## config.mk

```make
export PLATFORM = sky130hd
export DESIGN_NAME = operand_sequencer
export DESIGN_NICKNAME = d
export VERILOG_FILES = /design/src/rtl/operand_sequencer.sv
export SDC_FILE = /design/constraint.sdc
export NUM_CORES = 1
export LEC_CHECK = 0
export CAP_MARGIN = 5
export CORE_AREA = 2 2 83 116
export CTS_CLUSTER_DIAMETER = 30
export DETAILED_ROUTE_END_ITERATION = 7
export DIE_AREA = 0 0 85 118
export GPL_TIMING_DRIVEN = 0
export PLACE_DENSITY = 0.73
export SLEW_MARGIN = 30
export SYNTH_ARGS = -nofsm -noshare
export SYNTH_HDL_FRONTEND = slang
export SYNTH_SLANG_ARGS = --single-unit
```

## constraint.sdc

```tcl
create_clock -name clk -period 3.3 [get_ports clk]
set_clock_uncertainty 0.15 [all_clocks]
set_input_delay 0.66 -clock clk [delete_from_list [all_inputs] [get_ports clk]]
set_output_delay 0.66 -clock clk [all_outputs]
set_load 0.02 [all_outputs]
```

## src/rtl/operand_sequencer.sv

```systemverilog
// Sequences four operand reads and one multiply for a complex-multiply transaction.
// Every output is a flop loaded from next-state values, so no input reaches an output combinationally.
module operand_sequencer #(
  parameter int WIDTH   = 16,
  parameter int TIMEOUT = 255
) (
  input  logic             clk,
  input  logic             reset_n,
  input  logic             start,
  output logic             busy,
  output logic             rd_run,
  input  logic             rd_read,
  input  logic [WIDTH-1:0] rd_data,
  input  logic             rd_done,
  output logic [WIDTH-1:0] a_re,
  output logic [WIDTH-1:0] a_im,
  output logic [WIDTH-1:0] b_re,
  output logic [WIDTH-1:0] b_im,
  output logic             mult_start,
  input  logic             mult_done,
  output logic             result_valid,
  input  logic             result_ack,
  output logic             err
);

  typedef enum logic [2:0] {IDLE, ISSUE, WAIT_RD, MULT, WAIT_MULT, HOLD} state_t;

  localparam logic [7:0] TMO = 8'(TIMEOUT);

  state_t                  state, state_nx;
  logic [1:0]              cnt, cnt_nx;
  logic                    captured, captured_nx;
  logic [7:0]              timer, timer_nx;
  logic                    err_nx;
  logic                    cap_en;
  logic [3:0][WIDTH-1:0]   opnd;

  always_comb begin
    state_nx    = state;
    cnt_nx      = cnt;
    captured_nx = captured;
    timer_nx    = timer;
    err_nx      = err;
    cap_en      = 1'b0;
    case (state)
      IDLE: begin
        if (start) begin
          state_nx = ISSUE;
          err_nx   = 1'b0;
          cnt_nx   = 2'd0;
        end
      end
      ISSUE: begin
        captured_nx = 1'b0;
        timer_nx    = 8'd0;
        state_nx    = WAIT_RD;
      end
      WAIT_RD: begin
        // Only the first strobe of a read is kept; a strobe coinciding with done still counts.
        cap_en = rd_read && !captured;
        if (cap_en) captured_nx = 1'b1;
        if (rd_done) begin
          if (captured || rd_read) begin
            if (cnt == 2'd3) begin
              state_nx = MULT;
            end else begin
              cnt_nx   = cnt + 2'd1;
              state_nx = ISSUE;
            end
          end else begin
            err_nx   = 1'b1;
            state_nx = IDLE;
          end
        end else begin
          timer_nx = timer + 8'd1;
          if (timer_nx == TMO) begin
            err_nx   = 1'b1;
            state_nx = IDLE;
          end
        end
      end
      MULT: begin
        timer_nx = 8'd0;
        state_nx = WAIT_MULT;
      end
      WAIT_MULT: begin
        if (mult_done) begin
          state_nx = HOLD;
        end else begin
          timer_nx = timer + 8'd1;
          if (timer_nx == TMO) begin
            err_nx   = 1'b1;
            state_nx = IDLE;
          end
        end
      end
      HOLD: begin
        if (result_ack) state_nx = IDLE;
      end
      default: state_nx = IDLE;
    endcase
  end

  always_ff @(posedge clk or negedge reset_n) begin
    if (!reset_n) begin
      state        <= IDLE;
      cnt          <= 2'd0;
      captured     <= 1'b0;
      timer        <= 8'd0;
      err          <= 1'b0;
      busy         <= 1'b0;
      rd_run       <= 1'b0;
      mult_start   <= 1'b0;
      result_valid <= 1'b0;
      opnd         <= '0;
    end else begin
      state        <= state_nx;
      cnt          <= cnt_nx;
      captured     <= captured_nx;
      timer        <= timer_nx;
      err          <= err_nx;
      busy         <= (state_nx != IDLE);
      rd_run       <= (state_nx == ISSUE);
      mult_start   <= (state_nx == MULT);
      result_valid <= (state_nx == HOLD);
      if (cap_en) opnd[cnt] <= rd_data;
    end
  end

  assign a_re = opnd[0];
  assign a_im = opnd[1];
  assign b_re = opnd[2];
  assign b_im = opnd[3];

endmodule

```

==> Word-level counts from Yosys, hierarchy flattened <==
Cells that the tools add are included.
{ "totals": {"reg_bits": 83, "input_bits": 23, "out_inout_bits": 69, "elab_cells": 78} }
{ "classes": {"n_addsub": 2, "n_lt_le_gt_ge": 2, "n_eq_ne": 18, "n_mux": 28, "n_reduce_logical": 15} }
{ "ops": {"columns": ["op", "n"], "rows": [
  ["64-bit bitwise mux", 1],
  ["16-bit demux with 2-bit select", 1],
  ["8-bit one-hot mux with 3 select lines", 1],
  ["3-bit 2-to-1 mux", 6],
  ["3-bit one-hot mux with 6 select lines", 1],
  ["16-bit 2-to-1 mux", 1],
  ["8-bit 2-to-1 mux", 2],
  ["2-bit inequality test, second input constant", 7],
  ["2-bit 2-to-1 mux", 5],
  ["3-bit by 2-bit equality test with 1-bit output, second input constant", 3],
  ["3-bit equality test, second input constant", 3],
  ["3-bit nonzero test", 3],
  ["8-bit by 1-bit adder with 8-bit output, second input constant", 1],
  ["8-bit equality test, second input constant", 1],
  ["1-bit 2-to-1 mux", 7],
  ["3-bit by 1-bit equality test with 1-bit output, second input constant", 2],
  ["5-bit AND reduction", 1],
  ["2-bit one-hot mux with 2 select lines", 1],
  ["4-bit AND reduction", 1],
  ["2-bit nonzero test", 2],
  ["3-bit logical NOT", 1],
  ["2-bit by 3-bit less-than comparator with 1-bit output, second input constant", 1],
  ["3-bit inequality test, second input constant", 1],
  ["1-bit one-hot mux with 3 select lines", 1],
  ["other kinds (10)", 11]
]} }

==> Depth between registers and ports, before layout <==
Gate-level depths: netlist of run 1.
{ "logic_depth": {"depth_word": 6, "depth_mapped": 7, "mapped_depth_nobuf": 7} }

==> Worst setup path after synthesis of run 1 <==
OpenSTA, ideal clock, no wires.
{ "synth_path": {"kind": "input -> register", "start": "input mult_done", "end": "register timer[7]", "setup_time_ps": 104, "arrival_ps": 1674, "required_time_ps": 3046, "setup_slack_ps": 1372, "cell_stages": 4, "n_path_buf": 1, "path_cell_list": "o32a_2 or2_1 clkbuf_2 o41ai_2"} }
{ "synth_via": {"elab_chain_cells": 2} }
{ "synth_rtl": {"columns": ["item", "line", "rtl"], "rows": [
  ["start, declared", "20", "input logic mult_done,"],
  ["2-bit inequality test (no line)", null, null],
  ["3-bit AND reduction (no line)", null, null],
  ["end signal, assigned", "120", "timer <= timer_nx;"],
  ["end, declared", "33", "logic [7:0] timer, timer_nx;"]
]} }
Every way passes these cells.
A chain may end at the register's enable or synchronous reset.

==> Worst setup path in the final report of run 1 <==
{ "layout_path": {"start": "input rd_read", "end": "register opnd (netlist bit b_im[7])"} }
{ "layout_via": {"elab_chain_cells": 2} }
{ "layout_rtl": {"columns": ["item", "line", "rtl"], "rows": [
  ["start, declared", "12", "input logic rd_read,"],
  ["1-bit logical AND", "60", "cap_en = rd_read && !captured;"],
  ["1-bit 2-to-1 mux", "45", "case (state)"],
  ["end signal, assigned by index", "126", "if (cap_en) opnd[cnt] <= rd_data;"],
  ["end, declared", "36", "logic [3:0][WIDTH-1:0] opnd;"]
]} }
Every way passes these cells.

==> results of run 1 <==
==> power groups by stage <==
stage               combinational, mW  sequential (mW)  clock (mW)
CTS                              1.51             1.54        1.05
floorplan                       0.534             1.82           0
global route                     1.60             1.59        1.11
finish                           1.49             1.54        1.03
global placement                 1.47             1.54           0
detailed placement               1.50             1.56           0
==> cells in the final DEF, fill, tap and decap left out, drive strengths merged, types with 2 or more instances in the layout <==
master	count
o31ai	6
ha	6
o21a	4
clkdlybuf4s50	90
nand2	17
nand3b	2
dfrtp	83
and2	3
o21bai	2
nor2	8
nand4	2
nor2b	2
mux2	64
mux2i	2
nor3	2
bufinv	2
clkbuf	13
clkinv	4
inv	9
nand2b	2
a31oi	2
nand3	3
a21oi	5
o41ai	2
buf	6
o21ai	14
==> routing by layer <==
layer,GRT usage,vias up
met5,0,-
met2,0.275,96
li1,-,1124
met3,0.0372,14
met4,0.0754,0
met1,0.187,1240
==> through the flow <==
step | setup TNS [ns] | power [mW] | hold slack [ns] | area [sq um]
final | 0 | 4.06 | 0.0244 | 4890
after global routing | 0 | 4.30 | 0.0216 | 4890
after CTS | 0 | 4.10 | 0.0201 | 4890
after detailed placement | 0 | 3.06 | 0.342 | 4590
after global placement | -118.42 | 3.01 | 0.337 | 4560
after floorplan | 0 | 2.35 | 0.214 | 3510
==> worst min path at each step <==
stage	endpoint	slack, ns	start	cells after the start
final	b_re[13]	0.02	reset_n	1
after global routing	b_re[13]	0.02	reset_n	1
after CTS	b_re[14]	0.02	reset_n	1
after detailed placement	a_im[11]	0.34	a_im[11]	1
after global placement	b_im[5]	0.34	b_im[5]	1
after floorplan	a_im[0]	0.21	reset_n	0
==> registers in the layout, summed over array words and instances, names as in the netlist, 2 cells and up <==
| signal | count |
|---|---|
| a_im | 16 |
| a_re | 16 |
| b_im | 16 |
| b_re | 16 |
| cnt | 2 |
| state | 3 |
| timer | 8 |
==> cells in the mapped netlist <==
cell type | instances | share of area
o21ai_0 | 14 | 0.020
nand2_1 | 13 | 0.014
a31oi_1 | 2 | 0.0036
dfrtp_1 | 83 | 0.59
nor3b_1 | 1 | 0.0021
mux2_2 | 64 | 0.21
nand3_1 | 3 | 0.0043
ha_1 | 6 | 0.021
a21oi_1 | 5 | 0.0071
nand4_1 | 2 | 0.0036
o32a_2 | 1 | 0.0032
o221ai_1 | 1 | 0.0025
nor3_1 | 2 | 0.0029
o21a_1 | 4 | 0.0086
clkbuf_1 | 2 | 0.0021
o41ai_2 | 2 | 0.0093
nand2b_1 | 2 | 0.0036
nor2_1 | 8 | 0.0086
a22o_1 | 1 | 0.0025
xnor2_1 | 1 | 0.0025
mux2i_1 | 2 | 0.0057
o21bai_1 | 2 | 0.0043
nand2_2 | 4 | 0.0071
buf_6 | 4 | 0.013
a21bo_2 | 1 | 0.0029
nor4b_4 | 1 | 0.0068
or2_1 | 1 | 0.0018
nor2b_1 | 2 | 0.0036
nand3b_1 | 2 | 0.0043
clkbuf_2 | 1 | 0.0014
and2_1 | 3 | 0.0053
and4bb_2 | 1 | 0.0036
inv_1 | 9 | 0.0096
o31ai_1 | 6 | 0.013
==> critical path, stage by stage <==
cell and delay, ns:
clkdlybuf4s50_1 0.51, nor4b_4 0.41, nand2_2 0.25, buf_6 0.22
mux2_2 0.28
==> layout make-up <==
type / instances / area share
plain buffers: 7 / 0.0118
clock inverters: 6 / 0.0164
multi-input cells: 157 / 0.275
well taps: 107 / 0.0274
flip-flops and latches: 83 / 0.424
clock buffers: 10 / 0.0468
repair buffers: 92 / 0.192
inverters: 9 / 0.00690
==> cells by family (layout without fill, tap and decap cells) <==
| family | Yosys count | count (layout) |
|---|---|---|
| adder cells (fa/ha/maj) | 6 | 6 |
| flip-flops | 83 | 83 |
| AO/OA/AOI/OAI | 39 | 39 |
| buffers and inverters | 16 | 124 |
| multiplexers | 66 | 66 |
| XOR/XNOR | 1 | 1 |
| AND/OR/NAND/NOR | 45 | 45 |
==> flow_summary.json, run 1 <==
{
  "gp_congestion": 0.896,
  "dieHeight_um": 118,
  "switchingPower_mw": 1.32,
  "syn2layout_area_growth_pct": 39.4,
  "report.final.setup_viol": 0,
  "status": "finished, final reports clean",
  "seq_power_share": 0.379,
  "grt.total_usage": 0.161,
  "fillers": 745,
  "slew_violations": 0,
  "drc": 0,
  "num_antenna_cells": 0,
  "holdCritPathClass": "in2async",
  "timing.final.ws_setup_ns": 1.01,
  "cts_buffer_depth": 2,
  "m1WireLength_um": 3000,
  "netlist_area_sq_mm": 0.00351,
  "synth-xor-area-share": 0.00249,
  "cts_setup_buffers": 0,
  "met3_length_um": 395,
  "regToRegEndpoint": "b_im[7]",
  "finalCritPeriodShare": 0.693,
  "wl_met2_um": 4010,
  "grt_overflow_total": 0,
  "detail-route-antenna-nets": 0,
  "dp.cells": 455,
  "power.internal_mw": 2.74,
  "r2r_setup_slack_ns": 1.10,
  "wl_per_cell_um": 16.1,
  "slew-limit-headroom": 0.666,
  "yosys_warnings": 0,
  "start_kind": "input pin",
  "synth.distinct_cells": 34,
  "ir_worst_vdd_mv": 0.493,
  "total_leakage_power_nw": 2.23,
  "synthAdderAreaFrac": 0.0214,
  "top_layer": "met4",
  "yosysSeqAreaShare": 0.591,
  "r2r_start": "state[2]",
  "cts_buffers": 9,
  "port_buffers": 91,
  "antenna_found_initial": 0,
  "synth_top_family_by_area": "multiplexers",
  "dp_slack_ns": 0.676,
  "muxShareOfSynthArea": 0.211,
  "hold_violations": 0,
  "cts_root_buf": "clkbuf_16",
  "syn_inst": 256,
  "min_period_ns": 2.29,
  "rsz0062_at_grt": "false",
  "drt_wl_total_um": 7590,
  "drive_gt1_frac": 0.264,
  "syn_area_per_cell_sq_um": 13.7,
  "multiInputGateArea_sq_mm": 0.00134,
  "postLayoutCoreUtil": 0.545,
  "core.rowCount": 41,
  "hold_buffers": 0,
  "viasPerCell": 5.25,
  "required_ns": 3.36,
  "synth_nets": 285,
  "fmax_mhz": 437,
  "drv_cap": 0,
  "synth_seq_cells": 83,
  "vias": 2474,
  "cp-end-kind": "flip-flop",
  "cts_tree": "built",
  "start_util": 0.391,
  "worstSetupPathType": "in2reg",
  "swShare": 0.325,
  "worstSetupStartpoint": "rd_read",
  "htreeDepth": 3,
  "cts_resized": 0,
  "synth-simple-area-share": 0.0713,
  "die-area_sq_mm": 0.0100,
  "dp_hpwl_um": 5590,
  "grt_pass1_wl_um": 12600,
  "dr.pass1.iters": 4,
  "path_clk_slew_ns": 0.05,
  "synth_compound_area_frac": 0.0766,
  "coreArea_sq_mm": 0.00898,
  "cp_max_fo": 10,
  "rr_worst_depth": 6,
  "seqCellArea_sq_mm": 0.00208,
  "endpoint": "b_im[7]",
  "comb_power_share": 0.368,
  "tightestPinTransition_ns": 0.500,
  "pwr-share-clk": 0.253,
  "grt_max_degree": 63,
  "io_pins": 92,
  "layout.cells.non_filler": 471,
  "p_per_area_mw_per_mm2": 830,
  "cts.sinks": 83,
  "clock_latency_ns": 0.33,
  "cp.arrival_ns": 2.35,
  "drtIter0Drc": 102,
  "die_w_um": 85,
  "grt_pass1_vias": 2534,
  "final_nets": 388
}
Power figures use the tool's default switching activity.
==> run 2, diff against run 1 <==
Settings changed: PLACE_DENSITY 0.73 to 0.76.
Clock period 3.3 ns to 2 ns, I/O delays scaled along.
==> run 2 against run 1 <==
- global-route usage up 0.27 points
- register-to-register slack worse by 1.0 ns
- critical path depth is the same
- non-clock buffer count up 4
- sequential share of layout area down 0.73 points
- final cell count grew 0.85%
- worst setup slack got worse by 0.91 ns
- die area unchanged
- largest cell class unchanged
- largest power group unchanged
==> flow_summary.json, run 2 (synthesis gave the netlist of run 1 again) <==
{
  "min_period_ns": 1.90,
  "holdCritPathClass": "reg2reg",
  "cts_tree": "built",
  "dp_hpwl_um": 5500,
  "fmax_mhz": 527,
  "grt_pass1_vias": 2522,
  "whs_ns": 0.353,
  "path_clk_slew_ns": 0.06,
  "layout_commonest_cell": "clkdlybuf4s50_1",
  "postLayoutCoreUtil": 0.555,
  "report.final.setup_viol": 0,
  "clock_latency_ns": 0.33,
  "total_leakage_power_nw": 2.31,
  "required_ns": 2.08,
  "fin_setup_tns_ns": 0,
  "dp.cells": 455,
  "viasPerCell": 5.02,
  "num_antenna_cells": 0,
  "port_buffers": 91,
  "core.rowCount": 41,
  "die_w_um": 85,
  "grt_pass1_wl_um": 12900,
  "p_per_area_mw_per_mm2": 1360,
  "cts_buffer_depth": 2,
  "die-area_sq_mm": 0.0100,
  "seq_power_share": 0.376,
  "detail-route-antenna-nets": 0,
  "cts_root_buf": "clkbuf_16",
  "swShare": 0.331,
  "final_nets": 392,
  "tightestPinTransition_ns": 0.307,
  "hold_violations": 0,
  "finalCritPeriodShare": 0.949,
  "start_util": 0.391,
  "slew-limit-headroom": 0.795,
  "gp_congestion": 0.824,
  "cts_buffers": 9,
  "antenna_found_initial": 0,
  "coreArea_sq_mm": 0.00898,
  "rsz0062_at_grt": "false",
  "syn2layout_area_growth_pct": 42.0,
  "ir_worst_vdd_mv": 0.818,
  "start_kind": "flip-flop",
  "cp_max_fo": 10,
  "cts.sinks": 83,
  "pwr-share-clk": 0.249,
  "grt_overflow_total": 0,
  "drv_cap": 0,
  "wl_per_cell_um": 16.2,
  "io_pins": 92,
  "final_cell_mix": "90 x clkdlybuf4s50_1, 81 x dfrtp_1, 64 x mux2_2",
  "vias": 2385,
  "status": "finished, final reports clean",
  "drc": 0,
  "worstSetupPathType": "reg2reg",
  "power.internal_mw": 4.54,
  "htreeDepth": 3,
  "comb_power_share": 0.375,
  "cp.arrival_ns": 1.98,
  "slew_violations": 0,
  "switchingPower_mw": 2.25,
  "grt_max_degree": 55,
  "drt_wl_total_um": 7670,
  "drtIter0Drc": 111,
  "layout.cells.non_filler": 475,
  "cp-end-kind": "flip-flop",
  "drive_gt1_frac": 0.293,
  "dieHeight_um": 118,
  "grt.total_usage": 0.163,
  "dr.pass1.iters": 4
}
run 2: changes by cell type in the layout (fill, tap and decap cells not counted), moves of 2 or more:
cell,before,now
clkinv_2,4,1
inv_1,9,7
dfrtp_1,83,81
nand2_1,13,11
nand2_2,4,2
nand2_4,0,4
inv_2,0,2
clkinv_4,0,3
dfrtp_2,0,2
clkbuf_8,0,2
clkbuf_1,3,1
buf_4,0,3
run 2: power groups by stage:
stage	Combinational [mW]	Sequential, mW	Clock, mW
6_report	2.55	2.55	1.69
5_1_grt	2.73	2.63	1.81
3_5_place_dp	2.47	2.57	0
2_1_floorplan	0.880	3.01	0
4_1_cts	2.55	2.55	1.74
3_3_place_gp	2.41	2.55	0
run 2: cell type report:
class / count / area (sq um)
fill: 741 / 3990
sequential: 83 / 2080
multi-input combinational: 157 / 1390
timing repair buffer: 97 / 983
clock buffer: 11 / 253
tap: 107 / 134
clock inverter: 5 / 61.3
buffer: 6 / 53.8
inverter: 9 / 33.8
run 2: timing repair:
| action | 4_1_cts | 5_1_grt |
|---|---|---|
| endpoints found under the hold margin | 29 | 0 |
| endpoints found under the setup margin | 53 | 48 |
| hold buffers | 1 | 0 |
| pin swaps | 1 | 1 |
| setup buffers | 3 | 1 |
| resized for setup | 10 | 6 |
run 2: worst paths after layout:
path / from / to / slack [ns] / cells after the start
setup reg to reg: state[1] / timer[6] / 0.10 / 5
min in group asynchronous: reset_n / a_im[15] / 0.36 / 2
max in group asynchronous: reset_n / state[2] / 0.77 / 3
hold reg to reg: b_im[14] / b_im[14] / 0.35 / 1
hold / removal: b_im[14] / b_im[14] / 0.35 / 1
setup / recovery: state[1] / timer[6] / 0.10 / 5
run 2: stage by stage:
step           cell area (sq um)  setup slack (ns)  power, mW
2_1_floorplan               3510             0.145       3.89
3_3_place_gp                4560             -2.47       4.96
3_5_place_dp                4590            -0.369       5.04
4_1_cts                     4980           0.00794       6.85
5_1_grt                     4990            0.0313       7.17
6_report                    4990             0.103       6.79
run 2: worst max-delay path, cell delays in order, from the launching register on:
cell and delay (ns):
dfrtp_2 0.44, inv_2 0.09, nand2_2 0.09, o32a_4 0.37
or2_1 0.33, o41ai_2 0.31
run 2: per-layer routing:
metal  part of all wire  track usage  up-vias  routed length, um
li1                   -            -     1126                  -
met1               0.42        0.199     1168               3190
met2               0.51        0.274       77               3890
met3              0.058       0.0414       14                442
met4              0.019       0.0645        0                149
met5                  0            0        -                  0
==> run 3, diff against run 2 <==
Settings changed: CTS_CLUSTER_DIAMETER 30 to 40, HOLD_SLACK_MARGIN from default to 0.02.
==> results of run 3 <==
The final DEF is identical to that of run 2; final timing and power are the same.
